===== config.mk =====
export PLATFORM = sky130hd
export DESIGN_NAME = program_launcher
export DESIGN_NICKNAME = d
export VERILOG_FILES = /design/src/rtl/program_launcher.sv
export SDC_FILE = /design/constraint.sdc
export NUM_CORES = 1
export LEC_CHECK = 0
export BUFFER_PORTS_ARGS = -buffer_cell sky130_fd_sc_hd__buf_4
export CORE_ASPECT_RATIO = 1.1
export CORE_MARGIN = 5
export CORE_UTILIZATION = 30
export DETAILED_ROUTE_END_ITERATION = 12
export SYNTH_ARGS = -nofsm -noshare
export SYNTH_HDL_FRONTEND = slang
export SYNTH_SLANG_ARGS = --single-unit

===== constraint.sdc =====
create_clock -name clock -period 3.61 [get_ports clock]
set_input_delay 0.9025 -clock clock [delete_from_list [all_inputs] [get_ports clock]]
set_output_delay 0.9025 -clock clock [all_outputs]
set_load 0.02 [all_outputs]

===== src/rtl/program_launcher.sv =====
// Program-select front end: synchronizes and debounces four buttons and
// issues one fixed-length program code per debounced press.
module program_launcher #(
    parameter int DEBOUNCE_CYCLES = 1000000,
    parameter int HOLD_CYCLES     = 4
) (
    input  logic        clock,
    input  logic        reset,
    input  logic        btn_fib,
    input  logic        btn_sort,
    input  logic        btn_save,
    input  logic        btn_load,
    output logic [31:0] program_selector,
    output logic        launch_pulse,
    output logic        busy
);

    localparam int CW = $clog2(DEBOUNCE_CYCLES + 1);
    localparam int HW = $clog2(HOLD_CYCLES + 1);
    localparam logic [CW-1:0] DB_LAST   = CW'(DEBOUNCE_CYCLES - 1);
    localparam logic [HW-1:0] HOLD_LAST = HW'(HOLD_CYCLES - 1);

    typedef enum logic [1:0] {
        IDLE,
        HOLD,
        WAIT_RELEASE
    } state_t;

    logic [3:0]    raw;
    logic [3:0]    s1;
    logic [3:0]    s2;
    logic [3:0]    db;
    logic [CW-1:0] cnt [4];

    assign raw = {btn_load, btn_save, btn_sort, btn_fib};

    always_ff @(posedge clock or posedge reset) begin
        if (reset) begin
            s1 <= '0;
            s2 <= '0;
        end else begin
            s1 <= raw;
            s2 <= s1;
        end
    end

    // Any agreeing sample restarts the count, so short glitches never land.
    always_ff @(posedge clock or posedge reset) begin
        if (reset) begin
            db <= '0;
            for (int i = 0; i < 4; i++) cnt[i] <= '0;
        end else begin
            for (int i = 0; i < 4; i++) begin
                if (s2[i] == db[i]) begin
                    cnt[i] <= '0;
                end else if (cnt[i] == DB_LAST) begin
                    db[i]  <= s2[i];
                    cnt[i] <= '0;
                end else begin
                    cnt[i] <= cnt[i] + 1'b1;
                end
            end
        end
    end

    state_t        state;
    state_t        state_n;
    logic [2:0]    code_q;
    logic [2:0]    code_n;
    logic [HW-1:0] hold_q;
    logic [HW-1:0] hold_n;
    logic          pulse_q;
    logic          pulse_n;
    logic [3:0]    pick;
    logic [2:0]    pick_code;

    // Isolate the lowest set bit: fib has the highest priority.
    assign pick = db & (~db + 4'd1);

    always_comb begin
        pick_code = 3'd0;
        unique case (1'b1)
            pick[0]: pick_code = 3'd1;
            pick[1]: pick_code = 3'd2;
            pick[2]: pick_code = 3'd3;
            pick[3]: pick_code = 3'd4;
            default: pick_code = 3'd0;
        endcase
    end

    always_ff @(posedge clock or posedge reset) begin
        if (reset) begin
            state   <= IDLE;
            code_q  <= '0;
            hold_q  <= '0;
            pulse_q <= 1'b0;
        end else begin
            state   <= state_n;
            code_q  <= code_n;
            hold_q  <= hold_n;
            pulse_q <= pulse_n;
        end
    end

    always_comb begin
        state_n = state;
        code_n  = code_q;
        hold_n  = hold_q;
        pulse_n = 1'b0;
        unique case (state)
            IDLE: begin
                if (|db) begin
                    state_n = HOLD;
                    code_n  = pick_code;
                    hold_n  = HOLD_LAST;
                    pulse_n = 1'b1;
                end else begin
                    code_n = '0;
                end
            end
            HOLD: begin
                if (hold_q == '0) begin
                    state_n = WAIT_RELEASE;
                    code_n  = '0;
                end else begin
                    hold_n = hold_q - 1'b1;
                end
            end
            WAIT_RELEASE: begin
                code_n = '0;
                if (db == 4'd0) state_n = IDLE;
            end
            default: begin
                state_n = IDLE;
                code_n  = '0;
            end
        endcase
    end

    assign program_selector = {29'd0, code_q};
    assign launch_pulse     = pulse_q;
    assign busy             = (state != IDLE);

endmodule


==> results.md <==
- Status: finished, final reports clean
- Slowest cell on crit path: o31ai_2
- All-Layer GR Usage: 0.105
- Layout Nets: 538
- Setup_tns: 0 ns
- Total core area: 0.0164 mm²
- Clock power share: 0.439
- Mean number of vias per cell: 4.96
- Internal power: 0.00173 W
- CTS Buffer Depth: 2
- Post-CTS Hold Buffers: 0
- Routed length per placed instance: between 10 and 15 µm
- Period utilization: 0.641
- Vias post-DR: roughly 3600
- RSZ-0062 raised after global routing: false
- Area share of the largest cell type after synthesis: 0.501
- Overflow after GRT: 0
- Synth Instances: 519
- DRT iter0 DRCs: 239
- CP Class: flip-flop to flip-flop
- Ys async rst share: 1.00
- Hold slack: 0.350 ns
- Seq. cell area: 0.00253 mm²
- Io pins: 40
- Maxcap violations: 0
- Startpoint Class: flip-flop
- Die Ht: 146 µm
- DRC violations left: 0
- Layout cells sized above 1: 0.0829
- Post-CTS resize count: 0
- Later-pin clock latency in the skew report: 0.35 ns
- Yosys reg bits: 101
- Worst rel slew slack: 0.492
- Min-delay worst type: flip-flop to flip-flop
- Vias in the first global route: 3734
- Commonest cells in the netlist: 101 x dfrtp_1, 61 x nor2_1, 34 x xor2_1
- Min Tclk post-route: 2.31 ns
- Largest net degree at the start of global routing: 57
- Critical path arrival: ~2.6 ns
- Distinct cells, synth: 38
- Area leader, netlist: dfrtp_1
- Final setup viols: 0
- Htree depth: 3
- Reg2reg end: cnt[37]
- Maximum fanout along the worst path: 11
- Max stage delay on crit path: 0.73 ns
- Yosys warnings: 0
- Fin. max-slew vios: 0
- FILL cells: 1681
- Pwr Density: between 400 and 500 mW/mm²
- Port bufs: 10
- Clk root buf: clkbuf_16
- Clock transition at path regs: 0.07 ns
- Fraction of power consumed by sequential logic: 0.517
- Crit end category: flip-flop
- Post-synth EDFFs: 0
- Worst slew pin tran: approximately 0.76 ns
- Ant diodes: 0
- Initial Utilization: 0.307
- Initial antenna violation count: 0
- Area of the multi-input gates: 0.00228 mm²
- R2r worst-path depth: 5
- Fmax: 432 MHz
- Total Wirelength: 9400 µm
- Hold path depth: 0
- Mean Syn Cell Area: just under 10 µm²
- Remaining antenna violation count: 0
- Clock tree from TritonCTS: done
- GP Congestion: between 0.8 and 0.9
- Final Skew: 0.00585 ns
- Critical-path cell list: and4_1 -> nand2_1 -> o31ai_2 -> buf_4 -> a21oi_1
- Die footprint: 0.0195 mm²
- Ranking of synthesized cells by area: dfrtp_1 50%, xor2_1 5.9%, nor2_1 4.5%, buf_4 4.3%, nand3_1 3.2%
- Crit. Startpoint: cnt[22]
- Post-synthesis sequential area ratio: 0.501
- Top FF cell, synth: dfrtp_1
- Post-CTS setup repair buffer count: 0
- Worst R2R Setup Slack: between 1 and 1.5 ns
- Reg2reg start: cnt[22]
- Worst setup margin: ~1.3 ns
- Mapped cell area: 0.00504 mm²
- Critical path endpoint: cnt[37]
- Place WS: 1.26 ns
- Die width: about 130 µm
- First-pass GRT wire length: 17000 µm
- Sink Count: around 100
- # rows: 49
- CTS Buf Count: 9
- LEAKAGE: 2.29 nW
- Drt first pass iters: 6
- Comb power frac: 0.044
- Most common cell in the synthesized netlist: dfrtp_1
- DPL Wire Length: 6520 µm
- NetSw: between 0.0005 and 0.0006 W
- Hold Vio Cnt, Final: 0
- Switch share: 0.233
- P&R area growth vs syn: 10.1%
- Worst vdd ir: 0.241 mV
- Worst endpoint required time: 3.85 ns
## cell families (layout without fill, tap and decap cells)
kind of cell    Yosys count  count (layout)  synth area share
buf+inv                  63              47            0.0697
simple gates            229             229             0.241
fa+ha+maj                 6               6            0.0149
mux                       6               6            0.0132
flops                   101             101             0.501
compound gates           64              64            0.0737
xor+xnor                 49              49            0.0851
other cells               1              29          0.000744
## layer usage
layer  up-vias  wire, µm  GRT usage
li1       1797         -          -
met1      1781      4270      0.124
met2        58      4620      0.177
met3        13       373     0.0363
met4         0       132     0.0355
met5         -         0          0
## power by group through the flow
stage,registers [W],clock network [W],logic (W)
detailed placement,0.00119,0,0.000101
global route,0.00117,0.00107,0.000114
finish,0.00116,0.000987,0.0000994
floorplan,0.00118,0,0.000101
global placement,0.00118,0,0.0000991
CTS,0.00116,0.00102,0.000101
## critical path, delay by kind of cell (launching register included)
| kind | cells | cell delay [ns] |
|---|---|---|
| flops | 1 | 0.41 |
| simple gates | 2 | 0.68 |
| compound gates | 2 | 0.79 |
| buf+inv | 1 | 0.30 |
## how the worst min path moves through the flow
stage	start	to	slack, ns
2_1_floorplan	s1[0]	s2[0]	0.33
3_3_place_gp	s1[2]	s2[2]	0.34
3_5_place_dp	s1[1]	s2[1]	0.34
4_1_cts	s1[1]	s2[1]	0.35
5_1_grt	s1[1]	s2[1]	0.37
6_report	s1[1]	s2[1]	0.35
## layout by cell type (no fill, tap or decap), drive strengths merged, types with 2 or more instances in the layout
master / synthesis / final
xor2: 34 / 34
nand2b: 2 / 2
or2: 4 / 4
clkinvlp: 0 / 2
nor2b: 2 / 2
buf: 34 / 15
or4b: 2 / 2
nand3: 33 / 33
conb: 1 / 29
mux2: 5 / 5
nor3: 8 / 8
clkbuf: 13 / 11
or4: 18 / 18
or3: 14 / 14
ha: 6 / 6
nand2: 31 / 31
o31ai: 16 / 16
o21ai: 17 / 17
xnor2: 15 / 15
nor2: 61 / 61
dfrtp: 101 / 101
inv: 16 / 17
nand4: 23 / 23
a21oi: 28 / 28
and3: 7 / 7
nor4b: 3 / 3
and4: 8 / 8
nor4: 8 / 8
and2: 4 / 4
## area by class of cell
class	count	area share
multi-input combinational	383	0.411
timing repair buffer	15	0.0225
sequential	101	0.455
clock inverter	5	0.0106
tap	204	0.0460
inverter	16	0.0113
clock buffer	11	0.0437
## state kept, by name, indices dropped and copies added, names as in the netlist
register      flops
cnt              80
code_q            3
db                4
hold_q            3
launch_pulse      1
s1                4
s2                4
state             2
## metrics by stage
stage,instance area (µm²),total power [W],std cells,util
after floorplan,5150,0.00128,547,-
after global placement,5250,0.00128,719,0.319
final,5550,0.00225,735,0.338
after CTS,5550,0.00229,735,0.338
after global routing,5550,0.00235,735,0.338
after detailed placement,5250,0.00129,719,0.319
(Power assumes the default switching activity.)
